File: src/rtl/uart_tx_pkg.sv
// UART transmit controller shared definitions.
// FSM state encoding and TX line mux_sel codes.
package uart_tx_pkg;

  typedef enum logic [2:0] {
    S_IDLE  = 3'd0,
    S_START = 3'd1,
    S_DATA  = 3'd2,
    S_PAR   = 3'd3,
    S_STOP  = 3'd4
  } state_t;

  localparam logic [1:0] MUX_START = 2'b00;
  localparam logic [1:0] MUX_STOP  = 2'b01;
  localparam logic [1:0] MUX_DATA  = 2'b10;
  localparam logic [1:0] MUX_PAR   = 2'b11;

endpackage

File: src/rtl/uart_tx_bit_cnt.sv
// Data bit counter: clear has priority over enable.
// Ports: CLK, RST (async low), clr, en, cnt (bit index), tc (last bit).
module uart_tx_bit_cnt #(
  parameter int DATA_WIDTH = 8
) (
  input  logic       CLK,
  input  logic       RST,
  input  logic       clr,
  input  logic       en,
  output logic [2:0] cnt,
  output logic       tc
);

  assign tc = (cnt == 3'(DATA_WIDTH - 1));

  always_ff @(posedge CLK or negedge RST) begin
    if (!RST) begin
      cnt <= 3'd0;
    end else if (clr) begin
      cnt <= 3'd0;
    end else if (en) begin
      cnt <= cnt + 3'd1;
    end
  end

endmodule

File: src/rtl/uart_tx_ctrl.sv
// UART TX frame sequencer: START, DATA x N, optional PARITY, STOP.
// Ports: CLK, RST (async low), Data_Valid, PAR_EN in; ser_load, ser_en,
// par_calc_en, mux_sel, bit_idx, busy out. Macro UART_TX_PARITY_EN
// enables the parity state and the PAR_EN latch.
module uart_tx_ctrl
  import uart_tx_pkg::*;
#(
  parameter int DATA_WIDTH = 8
) (
  input  logic       CLK,
  input  logic       RST,
  input  logic       Data_Valid,
  input  logic       PAR_EN,
  output logic       ser_load,
  output logic       ser_en,
  output logic       par_calc_en,
  output logic [1:0] mux_sel,
  output logic [2:0] bit_idx,
  output logic       busy
);

`ifdef UART_TX_PARITY_EN
  localparam logic HAS_PAR = 1'b1;
`else
  localparam logic HAS_PAR = 1'b0;
`endif

  state_t     state;
  logic       par_q;
  logic [2:0] cnt;
  logic       tc;
  logic       in_data;

  assign in_data = (state == S_DATA);

  // Accept is only possible from IDLE or STOP (back-to-back)
  assign ser_load = RST && Data_Valid &&
                    ((state == S_IDLE) || (state == S_STOP));

  uart_tx_bit_cnt #(
    .DATA_WIDTH(DATA_WIDTH)
  ) u_bit_cnt (
    .CLK (CLK),
    .RST (RST),
    .clr (!in_data || tc),
    .en  (in_data),
    .cnt (cnt),
    .tc  (tc)
  );

`ifdef UART_TX_PARITY_EN
  always_ff @(posedge CLK or negedge RST) begin
    if (!RST) begin
      par_q <= 1'b0;
    end else if (ser_load) begin
      par_q <= PAR_EN;
    end
  end
`else
  logic unused_par_en;
  assign unused_par_en = PAR_EN;
  assign par_q = 1'b0;
`endif

  always_ff @(posedge CLK or negedge RST) begin
    if (!RST) begin
      state <= S_IDLE;
    end else begin
      case (state)
        S_IDLE:  if (ser_load) state <= S_START;
        S_START: state <= S_DATA;
        S_DATA:  if (tc) state <= par_q ? S_PAR : S_STOP;
        S_PAR:   state <= S_STOP;
        S_STOP:  state <= ser_load ? S_START : S_IDLE;
        default: state <= S_IDLE;
      endcase
    end
  end

  always_comb begin
    ser_en      = 1'b0;
    par_calc_en = 1'b0;
    mux_sel     = MUX_STOP;
    bit_idx     = 3'd0;
    busy        = 1'b0;
    case (state)
      S_START: begin
        mux_sel     = MUX_START;
        par_calc_en = HAS_PAR;
        busy        = 1'b1;
      end
      S_DATA: begin
        mux_sel = MUX_DATA;
        ser_en  = 1'b1;
        bit_idx = cnt;
        busy    = 1'b1;
      end
      S_PAR: begin
        mux_sel = MUX_PAR;
        busy    = 1'b1;
      end
      S_STOP: begin
        busy = 1'b1;
      end
      default: ;
    endcase
  end

endmodule

File: config.mk
export PLATFORM = sky130hd
export DESIGN_NAME = uart_tx_ctrl
export DESIGN_NICKNAME = d
export VERILOG_FILES = /design/src/rtl/uart_tx_pkg.sv /design/src/rtl/uart_tx_bit_cnt.sv /design/src/rtl/uart_tx_ctrl.sv
export SDC_FILE = /design/constraint.sdc
export NUM_CORES = 1
export LEC_CHECK = 0
export CELL_PAD_IN_SITES_DETAIL_PLACEMENT = 0
export CELL_PAD_IN_SITES_GLOBAL_PLACEMENT = 2
export CORE_MARGIN = 2
export CORE_UTILIZATION = 22
export DETAILED_ROUTE_END_ITERATION = 8
export GPL_ROUTABILITY_DRIVEN = 1
export PLACE_DENSITY_LB_ADDON = 0.08
export SYNTH_ARGS = -nofsm -noshare
export SYNTH_HDL_FRONTEND = slang
export SYNTH_SLANG_ARGS = --single-unit
File: constraint.sdc
create_clock -name CLK -period 1.85 [get_ports CLK]
set_input_delay 0.2775 -clock CLK [delete_from_list [all_inputs] [get_ports CLK]]
set_output_delay 0.2775 -clock CLK [all_outputs]
set_load 0.02 [all_outputs]
# --- Word-level counts from Yosys, hierarchy flattened ---
# Cells that the tools add are included.
word_totals:
  reg_bits: 6
  latchBits: 0
  mem_bits_rw: 0
  romBits: 0
  input_bits: 4
  memories: 0
classes:
  n_addsub: 1
  mul: 0
  div_mod_pow: 0
  magnitude_cmp: 0
  n_eq_ne: 7
  shift: 0
  muxes: 10
  bitwise: 0
  n_reduce_logical: 9
op_table:
  columns: ["cell", "count"]
  rows:
  - ["$mux 3", 5]
  - ["$pmux 3 s5", 1]
  - ["$eq 3x2->1 const B", 2]
  - ["$eq 3x3->1 const B", 2]
  - ["$pmux 2 s3", 1]
  - ["$ne 2x2->1 const B", 2]
  - ["$reduce_or 4->1", 1]
  - ["$add 3x1->3 const B", 1]
  - ["$eq 3x1->1 const B", 1]
  - ["$logic_not 3->1", 1]
  - ["$mux 1", 3]
  - ["$logic_and 1x1->1", 2]
  - ["$logic_or 1x1->1", 2]
  - ["$reduce_and 2->1", 1]
  - ["$reduce_bool 2->1", 1]
  - ["$logic_not 1->1", 1]

# --- Longest topological paths before layout ---
# Gate-level depths: netlist of run 1.
logic_depth:
  depth_word: 5
  ltp_mapped: 4
  ltp_nobuf: 4

# --- Modules after synthesis ---
# From an unflattened synthesis of run 1, not the netlist that was laid out.
hier_totals:
  cells_unflattened: 31
  area_unflattened_um2: 334.1
modules_own_cells:
  columns: ["mod", "instances", "cells_per_inst", "area_per_inst_um2"]
  rows:
  - ["uart_tx_ctrl", 1, 20, 193.9]
  - ["uart_tx_bit_cnt", 1, 11, 140.1]

# --- Worst setup path before layout of run 1 ---
# No wires, ideal clock.
synth_timing:
  kind: "reg-to-output"
  start: "register state[2]"
  end: "output bit_idx[0]"
  t_arrival_ns: 1.391
  required_ns: 1.572
  setup_slack_ns: 0.181
  path_stages_with_launch: 3
  cell_sequence: "dfrtp_1 -> nor3b_1 -> and2_1"
synth_between:
  elab_chain_cells: 2
synth_lines:
  columns: ["item", "line", "rtl"]
  rows:
  - ["start, declared", "uart_tx_ctrl.sv:28", "state_t state;"]
  - ["start signal, assigned", "uart_tx_ctrl.sv:72", "S_DATA: if (tc) state <= par_q ? S_PAR : S_STOP;"]
  - ["start signal, assigned", "uart_tx_ctrl.sv:74", "S_STOP: state <= ser_load ? S_START : S_IDLE;"]
  - ["$eq 3x2->1", "uart_tx_ctrl.sv:86", "case (state)"]
  - ["$mux 3", "uart_tx_ctrl.sv:86", null]
  - ["end, declared", "uart_tx_ctrl.sv:18", "output logic [2:0] bit_idx,"]
# No other way between the ends.

# --- Worst setup path in the final report of run 1 ---
layout_timing:
  start: "register state[0]"
  end: "output mux_sel[0]"
layout_between:
  elab_chain_cells: 2
layout_lines:
  columns: ["item", "line", "rtl"]
  rows:
  - ["$eq 3x2->1 or $eq 3x1->1 (tied branches)", "uart_tx_ctrl.sv:86", null]
  - ["$pmux 2 s3 *", "uart_tx_ctrl.sv:86", null]
  - ["end, declared", "uart_tx_ctrl.sv:17", "output logic [1:0] mux_sel,"]
# Mark *: on every way between the ends. The rest lies on a longest branch, timed or not.

==> results of run 1 <==
[power groups by stage]
stage	Combinational (mW)	Sequential, mW	Clock (mW)
global route	0.356	0.212	0.132
global placement	0.364	0.202	0
detailed placement	0.366	0.207	0
CTS	0.325	0.205	0.124
finish	0.320	0.203	0.115
floorplan	0.196	0.197	0
[cell type report]
class	count	area (µm²)	share of cell area
multi-input combinational	22	161.4	0.3413
sequential	6	150.1	0.3175
timing repair buffer	14	120.1	0.2540
clock buffer	3	22.52	0.04762
tap	15	18.77	0.03968
[sequential cells by signal, summed over array words and instances (netlist names)]
name,count
u_bit_cnt.cnt,3
state,3
[per-stage QoR]
stage | cells | power [mW]
2_1_floorplan | 29 | 0.3935
3_3_place_gp | 57 | 0.5657
3_5_place_dp | 57 | 0.5730
4_1_cts | 60 | 0.6533
5_1_grt | 60 | 0.6996
6_report | 60 | 0.6385
[final timing paths]
check                                   end             start
hold / removal                     state[2]               RST
max in group asynchronous  u_bit_cnt.cnt[2]               RST
min in group CLK           u_bit_cnt.cnt[0]  u_bit_cnt.cnt[0]
setup reg to reg           u_bit_cnt.cnt[0]  u_bit_cnt.cnt[0]
hold reg to reg            u_bit_cnt.cnt[0]  u_bit_cnt.cnt[0]
setup / recovery                 mux_sel[0]          state[0]
[cell usage in the layout, fill, tap and decap left out]
cell type | synthesis | layout
o21a_1 | 1 | 1
and3_1 | 2 | 2
a21o_1 | 1 | 1
xnor2_1 | 1 | 1
or2b_1 | 1 | 1
clkdlybuf4s50_1 | 0 | 2
dlygate4sd2_1 | 0 | 8
nor3b_2 | 0 | 1
nand2b_1 | 1 | 1
and2_1 | 5 | 5
dfrtp_1 | 6 | 6
conb_1 | 1 | 1
nor4b_1 | 1 | 1
ha_1 | 2 | 2
buf_4 | 1 | 4
or4b_1 | 1 | 1
and2b_1 | 1 | 1
clkbuf_4 | 0 | 3
nor2_1 | 2 | 2
o21ai_0 | 1 | 1
[layer usage]
| metal | track usage | vias up | share of wire |
|---|---|---|---|
| li1 | - | 129 | - |
| met4 | 0.05806 | 0 | 0 |
| met3 | 0.06522 | 0 | 0.033 |
| met1 | 0.08223 | 127 | 0.40 |
| met2 | 0.1438 | 5 | 0.57 |
| met5 | 0 | - | 0 |
[timing repair]
action                                  4_1_cts  5_1_grt
endpoints found under the setup margin        8        3
gates resized for setup                       8        1
setup buffers                                 0        0
[worst max-delay path, delay by kind of cell (launching register included)]
family	cells	cell delay [ps]
and+or+nand+nor	1	240
buffers and inverters	2	450
DFF	1	360
AOI/OAI and AO/OA	1	180
[cells by family (layout without fill, tap and decap cells)]
kind of cell    count (synthesis)  in the layout  share of synthesized area
fa+ha+maj                       2              2                    0.07967
flops                           6              6                     0.4781
xor+xnor                        1              1                    0.02789
compound gates                  3              3                    0.06375
buf+inv                         1             17                    0.02391
other cells                     1              1                    0.01194
simple gates                   15             15                     0.3148
==> results.sh, run 1 <==
export IMPL_synth_area_top_cells="dfrtp_1 (48%), and2_1 (10%), ha_1 (8.0%)"
export IMPL_drc=0
export IMPL_hold_class="input port to asynchronous set/reset pin"
export IMPL_cp_max_fo=6
export IMPL_layout_nets=53
export IMPL_yosysSeqAreaShare=0.4781
export IMPL_finalSetupTns_ps=0
export IMPL_cp_required_ps=1570
export IMPL_setup_violations=0
export IMPL_cts_num_sinks=6
export IMPL_syn_to_final_growth_pct=50.60
export IMPL_clock_latency_ps=240
export IMPL_ff2ff_setup_slack_ps=350
export IMPL_cts_root_buf="clkbuf_4"
export IMPL_yosysTopAreaCell="dfrtp_1"
export IMPL_synth_edf_count=0
export IMPL_htree_levels=1
export IMPL_finalCritPeriodShare=0.9454
export IMPL_rr_worst_depth=4
export IMPL_drive_above_1_share=0.1778
export IMPL_p_per_area_mw_per_mm2=1350
export IMPL_seqPwrFrac=0.318
export IMPL_ys_flop_type="dfrtp_1"
export IMPL_ios=13
export IMPL_io_buffers=10
export IMPL_ys_ff_latch=6
export IMPL_die_y_um=41.78
export IMPL_viasPerCell=4.350
export IMPL_critPathCaptureType="primary output"
export IMPL_yosys_area_top_type_share=0.4781
export IMPL_grt_max_degree=8
export IMPL_post_dp_cell_area_um2=455.4
export IMPL_internal_power_uw=393.7
export IMPL_ir_drop_mv=0.4044
export IMPL_grt_usage=0.09083
export IMPL_place_congestion=0.6563
export IMPL_whs_ps=336.9
export IMPL_clockBufferDepth=2
export IMPL_grt_pass1_wl_um=1097
export IMPL_final_cell_area_um2=473.0
export IMPL_start_util=0.2384
export IMPL_hold_buffers=0
export IMPL_comb_power_share=0.501
export IMPL_drv_slew=0
export IMPL_hold_viol_final=0
export IMPL_path_class="flop to primary output"
export IMPL_crit_chain="buf_4, or2b_1, a21o_1, dlygate4sd2_1"
export IMPL_avgRoutedWirePerCell_um=10.73
export IMPL_power_frac_clock=0.181
export IMPL_async_flop_share=1.000
export IMPL_detail_route_antenna_nets=0
export IMPL_antenna_found_initial=0
export IMPL_design_core_area_mm2=0.001318
export IMPL_cts_buffers=3
export IMPL_finalWorstSetupSlack_ps=101.1
export IMPL_outcome="finished clean"
export IMPL_max_freq_mhz=571.8
export IMPL_maxCapViolations=0
export IMPL_fin_crit_ps=1749
export IMPL_syn_nets=35
export IMPL_fp_dieW_um=41.78
export IMPL_grt_pass1_vias=278
export IMPL_vias=261
export IMPL_avgSynthCellArea_um2=10.83
export IMPL_place_ws_ps=57.00
export IMPL_tritoncts="yes"
export IMPL_yosys_cell_types_count=17
export IMPL_dpl_hpwl_um=561.3
export IMPL_critPathLaunchType="flop"
export IMPL_path_clk_slew_ps=40
export IMPL_clock_skew_ps=0.2276
export IMPL_synth_common_cells="dfrtp_1 (6), and2_1 (5), and3_1 (2), ha_1 (2), nor2_1 (2)"
export IMPL_rsz0062_at_grt="no"
export IMPL_syn_area_um2=314.1
export IMPL_syn_inst=29
export IMPL_synth_warnings=0
export IMPL_final_core_util=0.3590
export IMPL_dr_first_iter_drc_count=5
export IMPL_antennaDiodeCount=0
export IMPL_die_area_mm2=0.001746
export IMPL_wirelength_um=644
export IMPL_arrival_ps=1470
export IMPL_slowest_delay_ps=360
export IMPL_rows=13
export IMPL_p_switching_uw=244.8
export IMPL_nFillCells=137
export IMPL_crit_slowest_cell="dfrtp_1"
export IMPL_synth_most_common_cell="dfrtp_1"
export IMPL_grt_overflow_total=0
export IMPL_swShare=0.3834
export IMPL_p_leak_nw=0.2631
export IMPL_drt_pass1_iterations=2
Power figures use the tool's default switching activity.
==> run 2: changes to the inputs <==
--- a/config.mk
+++ b/config.mk
@@ -15,3 +15,4 @@
 export SYNTH_ARGS = -nofsm -noshare
 export SYNTH_HDL_FRONTEND = slang
 export SYNTH_SLANG_ARGS = --single-unit
+export TNS_END_PERCENT = 5
==> results of run 2 <==
No change in the layout: final DEF, timing and power equal those of run 1.
